### src/rtl/uart_rx_ctrl_if.sv
// Bundle between uart_rx_ctrl, the UART receiver and the downstream drain port.
// The idle_timeout signal exists only when UART_RX_CTRL_TIMEOUT_EN is defined.
interface uart_rx_ctrl_if #(
  parameter int DEPTH = 8
);
  localparam int CW = $clog2(DEPTH) + 1;

  // Receiver side: rx_data is valid while rx_rdy=1; rx_rdy_clr is a one-cycle
  // acknowledge, and the receiver lowers rx_rdy after seeing it.
  logic          rx_rdy;
  logic [7:0]    rx_data;
  logic          rx_rdy_clr;

  // Drain side: a byte moves on every clock edge where out_valid && out_ready.
  // out_valid never depends on out_ready, and out_data holds until that edge.
  logic          out_valid;
  logic [7:0]    out_data;
  logic          out_ready;

  logic [CW-1:0] count;
  logic          overrun;
  logic          ovr_clr;
  logic [7:0]    drop_cnt;
`ifdef UART_RX_CTRL_TIMEOUT_EN
  logic          idle_timeout;

  modport slave (
    input  rx_rdy, rx_data, out_ready, ovr_clr,
    output rx_rdy_clr, out_valid, out_data, count, overrun, drop_cnt, idle_timeout
  );
  modport master (
    output rx_rdy, rx_data, out_ready, ovr_clr,
    input  rx_rdy_clr, out_valid, out_data, count, overrun, drop_cnt, idle_timeout
  );
`else
  modport slave (
    input  rx_rdy, rx_data, out_ready, ovr_clr,
    output rx_rdy_clr, out_valid, out_data, count, overrun, drop_cnt
  );
  modport master (
    output rx_rdy, rx_data, out_ready, ovr_clr,
    input  rx_rdy_clr, out_valid, out_data, count, overrun, drop_cnt
  );
`endif
endinterface

### src/rtl/uart_rx_ctrl.sv
// UART receive-side controller: rx_rdy/rx_rdy_clr handshake, byte FIFO, overrun tracking.
// Optional inter-byte idle timeout is built when UART_RX_CTRL_TIMEOUT_EN is defined.
module uart_rx_ctrl #(
  parameter int DEPTH       = 8,
  parameter int TIMEOUT_CYC = 640
) (
  input  logic              clk_16x_bps,
  input  logic              rst,
  uart_rx_ctrl_if.slave     bus,
  output logic [1:0]        fsm_state
);
  localparam int AW = $clog2(DEPTH);
  localparam int CW = AW + 1;
  localparam logic [CW-1:0] FULL_CNT = CW'(DEPTH);

  if (DEPTH < 2 || DEPTH > 64 || (DEPTH & (DEPTH - 1)) != 0) begin : g_bad_depth
    $error("uart_rx_ctrl: DEPTH must be a power of two in 2..64");
  end
  if (TIMEOUT_CYC < 1 || TIMEOUT_CYC > 65535) begin : g_bad_timeout
    $error("uart_rx_ctrl: TIMEOUT_CYC must fit the 16-bit idle counter");
  end

  typedef enum logic [1:0] {
    ST_IDLE     = 2'd0,
    ST_CLEAR    = 2'd1,
    ST_WAIT_LOW = 2'd2
  } state_t;

  state_t        state, state_nxt;
  logic          capture;
  logic          clr_nxt;
  logic          rdy_clr_q;

  logic [7:0]    mem [DEPTH];
  logic [AW-1:0] wr_ptr, rd_ptr;
  logic [CW-1:0] count_q;
  logic          empty, full, push, pop, drop;
  logic          overrun_q;
  logic [7:0]    drop_q;

  // Handshake FSM
  always_ff @(posedge clk_16x_bps or posedge rst) begin
    if (rst) begin
      state     <= ST_IDLE;
      rdy_clr_q <= 1'b0;
    end else begin
      state     <= state_nxt;
      rdy_clr_q <= clr_nxt;
    end
  end

  always_comb begin
    state_nxt = state;
    capture   = 1'b0;
    clr_nxt   = 1'b0;
    unique case (state)
      ST_IDLE: begin
        if (bus.rx_rdy) begin
          capture   = 1'b1;
          clr_nxt   = 1'b1;
          state_nxt = ST_CLEAR;
        end
      end
      ST_CLEAR:    state_nxt = ST_WAIT_LOW;
      // Hold here so a still-high rx_rdy is never captured twice.
      ST_WAIT_LOW: if (!bus.rx_rdy) state_nxt = ST_IDLE;
      default:     state_nxt = ST_IDLE;
    endcase
  end

  // FIFO control: a full FIFO still accepts a byte if the head leaves on the same edge.
  assign empty = (count_q == '0);
  assign full  = (count_q == FULL_CNT);
  assign pop   = !empty && bus.out_ready;
  assign push  = capture && (!full || pop);
  assign drop  = capture && full && !pop;

  always_ff @(posedge clk_16x_bps) begin
    if (push) mem[wr_ptr] <= bus.rx_data;
  end

  always_ff @(posedge clk_16x_bps or posedge rst) begin
    if (rst) begin
      wr_ptr  <= '0;
      rd_ptr  <= '0;
      count_q <= '0;
    end else begin
      if (push) wr_ptr <= wr_ptr + AW'(1);
      if (pop)  rd_ptr <= rd_ptr + AW'(1);
      unique case ({push, pop})
        2'b10:   count_q <= count_q + CW'(1);
        2'b01:   count_q <= count_q - CW'(1);
        default: count_q <= count_q;
      endcase
    end
  end

  // Clearing wins over a drop on the same edge; that drop goes uncounted.
  always_ff @(posedge clk_16x_bps or posedge rst) begin
    if (rst) begin
      overrun_q <= 1'b0;
      drop_q    <= 8'd0;
    end else if (bus.ovr_clr) begin
      overrun_q <= 1'b0;
      drop_q    <= 8'd0;
    end else if (drop) begin
      overrun_q <= 1'b1;
      if (drop_q != 8'hFF) drop_q <= drop_q + 8'd1;
    end
  end

`ifdef UART_RX_CTRL_TIMEOUT_EN
  localparam logic [15:0] TO_LIMIT = 16'(TIMEOUT_CYC);
  logic [15:0] idle_cnt;

  // Counter parks at the limit, which holds idle_timeout until a capture or an empty FIFO.
  always_ff @(posedge clk_16x_bps or posedge rst) begin
    if (rst) begin
      idle_cnt <= 16'd0;
    end else if (capture || empty) begin
      idle_cnt <= 16'd0;
    end else if (idle_cnt != TO_LIMIT) begin
      idle_cnt <= idle_cnt + 16'd1;
    end
  end

  assign bus.idle_timeout = (idle_cnt == TO_LIMIT);
`endif

  assign bus.rx_rdy_clr = rdy_clr_q;
  assign bus.out_valid  = !empty;
  assign bus.out_data   = empty ? 8'h00 : mem[rd_ptr];
  assign bus.count      = count_q;
  assign bus.overrun    = overrun_q;
  assign bus.drop_cnt   = drop_q;
  assign fsm_state      = state;
endmodule

### src/flat_wrapper.sv
// flat-port wrapper written by rule: the top's interface ports become plain ports
module uart_rx_ctrl_flat 
#(
  parameter int DEPTH       = 8,
  parameter int TIMEOUT_CYC = 640
)
  (clk_16x_bps, rst, fsm_state, bus_rx_rdy, bus_rx_data, bus_out_ready, bus_ovr_clr, bus_rx_rdy_clr, bus_out_valid, bus_out_data, bus_count, bus_overrun, bus_drop_cnt);
  uart_rx_ctrl_if #(.DEPTH(DEPTH)) bus_i ();
  input  logic clk_16x_bps;
  input  logic rst;
  output logic [1:0] fsm_state;
  input wire logic [$bits(bus_i.rx_rdy)-1:0] bus_rx_rdy;
  input wire logic [$bits(bus_i.rx_data)-1:0] bus_rx_data;
  input wire logic [$bits(bus_i.out_ready)-1:0] bus_out_ready;
  input wire logic [$bits(bus_i.ovr_clr)-1:0] bus_ovr_clr;
  output wire logic [$bits(bus_i.rx_rdy_clr)-1:0] bus_rx_rdy_clr;
  output wire logic [$bits(bus_i.out_valid)-1:0] bus_out_valid;
  output wire logic [$bits(bus_i.out_data)-1:0] bus_out_data;
  output wire logic [$bits(bus_i.count)-1:0] bus_count;
  output wire logic [$bits(bus_i.overrun)-1:0] bus_overrun;
  output wire logic [$bits(bus_i.drop_cnt)-1:0] bus_drop_cnt;
  assign bus_i.rx_rdy = bus_rx_rdy;
  assign bus_i.rx_data = bus_rx_data;
  assign bus_i.out_ready = bus_out_ready;
  assign bus_i.ovr_clr = bus_ovr_clr;
  assign bus_rx_rdy_clr = bus_i.rx_rdy_clr;
  assign bus_out_valid = bus_i.out_valid;
  assign bus_out_data = bus_i.out_data;
  assign bus_count = bus_i.count;
  assign bus_overrun = bus_i.overrun;
  assign bus_drop_cnt = bus_i.drop_cnt;
  uart_rx_ctrl #(.DEPTH(DEPTH), .TIMEOUT_CYC(TIMEOUT_CYC)) u_core (.clk_16x_bps(clk_16x_bps), .rst(rst), .bus(bus_i), .fsm_state(fsm_state));
endmodule
### config.mk
export PLATFORM = sky130hd
export DESIGN_NAME = uart_rx_ctrl_flat
export DESIGN_NICKNAME = d
export VERILOG_FILES = /design/src/rtl/uart_rx_ctrl_if.sv /design/src/rtl/uart_rx_ctrl.sv /design/src/flat_wrapper.sv
export SDC_FILE = /design/constraint.sdc
export NUM_CORES = 1
export LEC_CHECK = 0
export ABC_AREA = 1
export CAP_MARGIN = 10
export CORE_UTILIZATION = 43
export CTS_BUF_LIST = sky130_fd_sc_hd__clkbuf_2 sky130_fd_sc_hd__clkbuf_4 sky130_fd_sc_hd__clkbuf_8
export DETAILED_ROUTE_END_ITERATION = 8
export GPL_TIMING_DRIVEN = 0
export PLACE_DENSITY_LB_ADDON = 0.15
export SLEW_MARGIN = 20
export SYNTH_ARGS = -nofsm -noshare
export SYNTH_HDL_FRONTEND = slang
export SYNTH_SLANG_ARGS = --single-unit
export TNS_END_PERCENT = 5
### constraint.sdc
create_clock -name clk_16x_bps -period 4.6 [get_ports clk_16x_bps]
set_input_delay 0.46 -clock clk_16x_bps [delete_from_list [all_inputs] [get_ports clk_16x_bps]]
set_output_delay 0.46 -clock clk_16x_bps [all_outputs]
set_load 0.01 [all_outputs]
# After elaboration in Yosys (flattened, before gate mapping)
# Memories as Yosys holds them, arrays and structs flattened.
# Cells that the tools add are included.
dict set report op_classes {
  eq_ne 8
  n_addsub 5
  muxes 14
  n_reduce_logical 15
}
# operator n
set ops {}
lappend ops {{2-to-1 mux 8 bit} 4}
lappend ops {{adder 8 x 1 -> 8 bit, second input constant} 1}
lappend ops {{!= test 8 bit, second input constant} 1}
lappend ops {{case mux 4 bit (2 select lines)} 1}
lappend ops {{adder 3 x 1 -> 3 bit, second input constant} 2}
lappend ops {{2-to-1 mux 1 bit} 6}
lappend ops {{case mux 2 bit (3 select lines)} 1}
lappend ops {{nonzero test 2 bit} 3}
lappend ops {{adder 4 x 1 -> 4 bit, second input constant} 1}
lappend ops {{equality test 2 x 1 -> 1 bit, second input constant} 2}
lappend ops {{equality test 2 bit, second input constant} 2}
lappend ops {{equality test 4 bit, second input constant} 1}
lappend ops {{logical AND 1 bit} 4}
lappend ops {{logical NOT 4 bit} 1}
lappend ops {{2-to-1 mux 2 bit} 2}
lappend ops {{!= test 2 bit, second input constant} 2}
lappend ops {{AND reduction 2 bit} 2}
lappend ops {{subtractor 4 x 1 -> 4 bit, second input constant} 1}
lappend ops {{logical NOT 1 bit} 3}
lappend ops {{logical NOT 2 bit} 1}
lappend ops {{logical OR 1 bit} 1}
dict set report word_totals {
  output_inout_bits 25
  ram_bits 64
  memories 1
  wordCells 50
  reg_bits 22
  in_bits 13
}
# name depth width read_ports rd_ports_with_merged_regs write_ports line_no
set memory_table {}
lappend memory_table {u_core.mem 8 8 1 0 1 uart_rx_ctrl.sv:34} ;# logic [7:0] mem [DEPTH];

# Depth between registers and ports, before layout
dict set report depth {
  word_depth 7
  mapped_depth 14
  ltp_nobuf 13
}

# Least setup slack after synthesis
# No wires, ideal clock.
dict set report synth_path {
  path_type {register to register}
  startpoint {register u_core.state[0], in the netlist u_core.fsm_state[0]}
  endpoint {memory u_core.mem[5][0], enable pin}
  required_ps 4217
  period_less_slack_ps 1979
  path_stages_with_launch 8
  slack_ps 2621
  setup_ps 383
  arrival_ps 1595
  n_path_buf 0
  cell_sequence {dfrtp_1 nor2_1 nand2_1 inv_2 nand2_1 inv_2 nand2_1 nor3_1}
}
dict set report synth_between {
  elab_chain_len 5
}
# item line_no
set synth_rtl {}
lappend synth_rtl {{start: declaration} uart_rx_ctrl.sv:29} ;# state_t state, state_nxt;
lappend synth_rtl {{start signal: assignment} uart_rx_ctrl.sv:47} ;# state <= state_nxt;
lappend synth_rtl {{logical NOT 2 bit} uart_rx_ctrl.sv:56} ;# unique case (state)
lappend synth_rtl {{2-to-1 mux 1 bit} uart_rx_ctrl.sv:56}
lappend synth_rtl {{logical AND 1 bit} uart_rx_ctrl.sv:75} ;# assign push = capture && (!full || pop);
lappend synth_rtl {{2-to-1 mux 1 bit} uart_rx_ctrl.sv:79} ;# if (push) mem[wr_ptr] <= bus.rx_data;
lappend synth_rtl {{2-to-1 mux 1 bit (implied by the code)} uart_rx_ctrl.sv:79}
lappend synth_rtl {{end: declaration} uart_rx_ctrl.sv:34}
# No other way between the ends.

# Final worst setup path
dict set report layout_path {
  startpoint {register u_core.rd_ptr[0]}
  endpoint {output bus_out_data[5]}
}
dict set report layout_between {
  elab_chain_len 2
}
# item line_no
set layout_rtl {}
lappend layout_rtl {{start: declaration} uart_rx_ctrl.sv:35} ;# logic [AW-1:0] wr_ptr, rd_ptr;
lappend layout_rtl {{start signal: assignment} uart_rx_ctrl.sv:89} ;# if (pop) rd_ptr <= rd_ptr + AW'(1);
lappend layout_rtl {{memory read (8 x 8 bit)} -}
lappend layout_rtl {{2-to-1 mux 8 bit} uart_rx_ctrl.sv:132} ;# assign bus.out_data = empty ? 8'h00 : mem[rd_ptr];
lappend layout_rtl {{end: declaration} flat_wrapper.sv:18} ;# output wire logic [$bits(bus_i.out_data)-1:0] bus_out_data;
# No other way between the ends.

==> run_results.csv <==
group,metric,value,unit
clock_network,number_of_buffers_added_by_the_clock_tree_synthesis_step,9,
pwr,fin_total_pwr,2.51,mW
clock_network,root_buffer,"sky130_fd_sc_hd__clkbuf_8",
clock_network,gates_resized_cts_repair,0,
floorplanning,num_io_pins,38,
synthesis,ys_seq_elements,86,
sta,setup_total_negative_slack,0,ns
synthesis,postSynthAreaPerCell,10.3,um2
pwr,cellInternalPower,1.55,mW
synthesis,netlist-cell-type-count,27,
setup_path,cp.arrival,2.43,ns
setup_path,critical_path.startpoint_type,"flip-flop",
pwr,p_clk_frac,0.187,
synthesis,post_synth_inst_count,363,
floorplanning,chipHeight,95.4,um
sta,whs,0.476,ns
sta,finalCriticalPeriod,2.89,ns
pwr,fraction_of_power_consumed_by_combinational_cells,0.404,
status,run_status,"finished clean",
setup_path,critPathMaxFanout,10,
synthesis,ys.warnings.count,0,
route,drt.antenna.violating_nets,0,
synthesis,synth.yosys.seq_area_share,0.660,
placed_design,placed_area,4260,um2
layout,num-fill-cells,754,
global_routing,grt_first_pass_wirelength,12.3,mm
placed_design,placement.setup.worst_slack,1.90,ns
layout,num_antenna_cells,0,
route,post_drt_via_cell_ratio,5.13,
route,route.detailed.drc,0,
sta,setup_viol_count_final,0,
pwr,switching_share,0.382,
setup_path,critical_path.endpoint_type,"output pin",
route,drt_wl_total,8.02,mm
placed_design,dp_hpwl,5.14,mm
sta,max_slew_margin,0.361,
floorplanning,std_cell_rows,33,
route,drt_pass1_iterations,4,
synthesis,synthesis.area,3750,um2
layout,design.final.nets,428,
clock_network,clk_pin_slew_worst_paths,0.09,ns
sta,post-route-worst-setup-slack,1.71,ns
clock_network,clock_tree_from_tritoncts,"yes",
pwr,power.net_switching,0.962,mW
pwr,power.density,568,nW/um2
clock_network,clock-sinks,86,
clock_network,maximum_root_to_sink_buffer_count,2,
layout,mostFrequentLayoutCells,"85 x sky130_fd_sc_hd__nor2_1, 64 x sky130_fd_sc_hd__edfxtp_1, 55 x sky130_fd_sc_hd__nand2_1",
sta,finalHoldViolations,0,
route,number_of_drc_violations_after_detailed_routing_iteration_0,119,
placed_design,finalWeightedCongestion,0.768,
placed_design,portBuffers,36,
clock_network,clk-insertion-delay-late,0.35,ns
clock_network,postCtsSetupRepairBufs,0,
sta,rsz0062_at_grt,"no",
global_routing,grt.total_usage,0.192,
layout,layoutNonFillerInstCount,521,
layout,stdcell_area,4430,um2
sta,finalCritPeriodShare,0.628,
floorplanning,die_width,95.4,um
floorplanning,initial_utilization,0.449,
sta,clock.fmax,346,MHz
global_routing,overflow,0,
route,vias,2672,
global_routing,number_of_global_route_vias_before_repair,2372,
clock_network,ctsHtreeMaxLevel,3,
sta,fin_skew,0.0124,ns
layout,fin_util,0.531,
pwr,ir_drop,0.186,mV
setup_path,worst_ep_required_time,4.14,ns
route,detail_route.wl_per_cell,15.4,um
floorplanning,core,8340,um2
clock_network,cts_hold_bufs,0,
sta,tightestPinTransition,0.955,ns
global_routing,grt_max_degree,23,
pwr,seq_power_share,0.409,
setup_path,setup.worst_path.class,"reg -> out",
pwr,cellLeakagePower,1.71,nW
placed_design,numPlacedInstances,505,
floorplanning,dieArea,9090,um2
layout,layout_area_overhead,18.2,%
layout,final_common_cell,"sky130_fd_sc_hd__nor2_1",
job,drv.max_cap_violation_count,0,
min_path,min_path_type,"reg -> reg",
synthesis,postSynthNetCount,380,
sta,final_max_slew_viols,0,
layout,drive_gt1_frac,0.0817,
global_routing,number_of_antenna_violations_at_the_first_check_in_global_routing,0,
==> sequential cells by signal (all words and copies together), names as in the netlist <==
signal,count
u_core.bus.count,4
u_core.bus.drop_cnt,8
u_core.bus.overrun,1
u_core.bus.rx_rdy_clr,1
u_core.fsm_state,2
u_core.mem,64
u_core.rd_ptr,3
u_core.wr_ptr,3
==> logic make-up after synthesis <==
group           count (synthesis)  synth area share
compound gates                 60            0.0831
xor+xnor                        7            0.0164
flops                          86             0.660
buf+inv                        36            0.0374
simple gates                  170             0.190
fa+ha+maj                       4            0.0134
==> power by group through the flow <==
stage	Sequential, mW	Clock, mW	Combinational (mW)
after floorplan	1.04	0	0.601
after CTS	1.03	0.476	1.03
after global placement	1.04	0	1.01
after global routing	1.04	0.505	1.14
final	1.03	0.471	1.02
after detailed placement	1.04	0	1.03
==> Yosys cell counts (all sizes together) <==
master    count  area share
a21oi         1      0.0013
buf           3      0.0040
clkbuf        9      0.0090
clkinvlp      1      0.0013
dfrtp        22        0.15
edfxtp       64        0.51
ha            4       0.013
inv          23       0.023
nand2        59       0.063
nand3        17       0.024
nand4         1      0.0017
nor2         88       0.091
nor3          2      0.0040
nor3b         2      0.0040
o21ai        59       0.082
or2           1      0.0017
xnor2         1      0.0023
xor2          6       0.014
==> routing by layer <==
metal	up-vias	part of all wire	GRT usage
met5	-	0	0
met4	0	0.017	0.0758
met3	14	0.045	0.0343
met2	62	0.48	0.301
met1	1278	0.46	0.264
li1	1318	-	-
==> critical path: stages, from the launching register on <==
cell and delay (ns):
sky130_fd_sc_hd__dfrtp_1 0.47, sky130_fd_sc_hd__inv_2 0.14, sky130_fd_sc_hd__clkbuf_1 0.46, sky130_fd_sc_hd__nor2_1 0.08, sky130_fd_sc_hd__o21ai_1 0.17, sky130_fd_sc_hd__o21ai_1 0.07
sky130_fd_sc_hd__nor2_1 0.14, sky130_fd_sc_hd__clkdlybuf4s50_1 0.55
==> final cells by class <==
| class | count | area [um2] | share of cell area |
|---|---|---|---|
| inverter | 24 | 91.3 | 0.0206 |
| timing repair buffer | 37 | 372 | 0.0839 |
| clock inverter | 7 | 48.8 | 0.0110 |
| buffer | 12 | 48.8 | 0.0110 |
| multi-input combinational | 241 | 1140 | 0.257 |
| sequential | 86 | 2470 | 0.558 |
| clock buffer | 9 | 124 | 0.0280 |
| tap | 105 | 131 | 0.0297 |
==> final timing paths <==
check	from	endpoint	slack, ns	depth (start not counted)
max	u_core.rd_ptr[0]	bus_out_data[5]	1.71	7
min	u_core.fsm_state[1]	u_core.fsm_state[1]	0.48	1
max reg2reg	u_core.fsm_state[0]	u_core.mem[6][6]	2.29	6
min reg2reg	u_core.fsm_state[1]	u_core.fsm_state[1]	0.48	1
max in group asynchronous	rst	u_core.bus.drop_cnt[1]	3.46	2
min in group asynchronous	rst	u_core.bus.rx_rdy_clr	0.58	2
(Power assumes the default switching activity.)
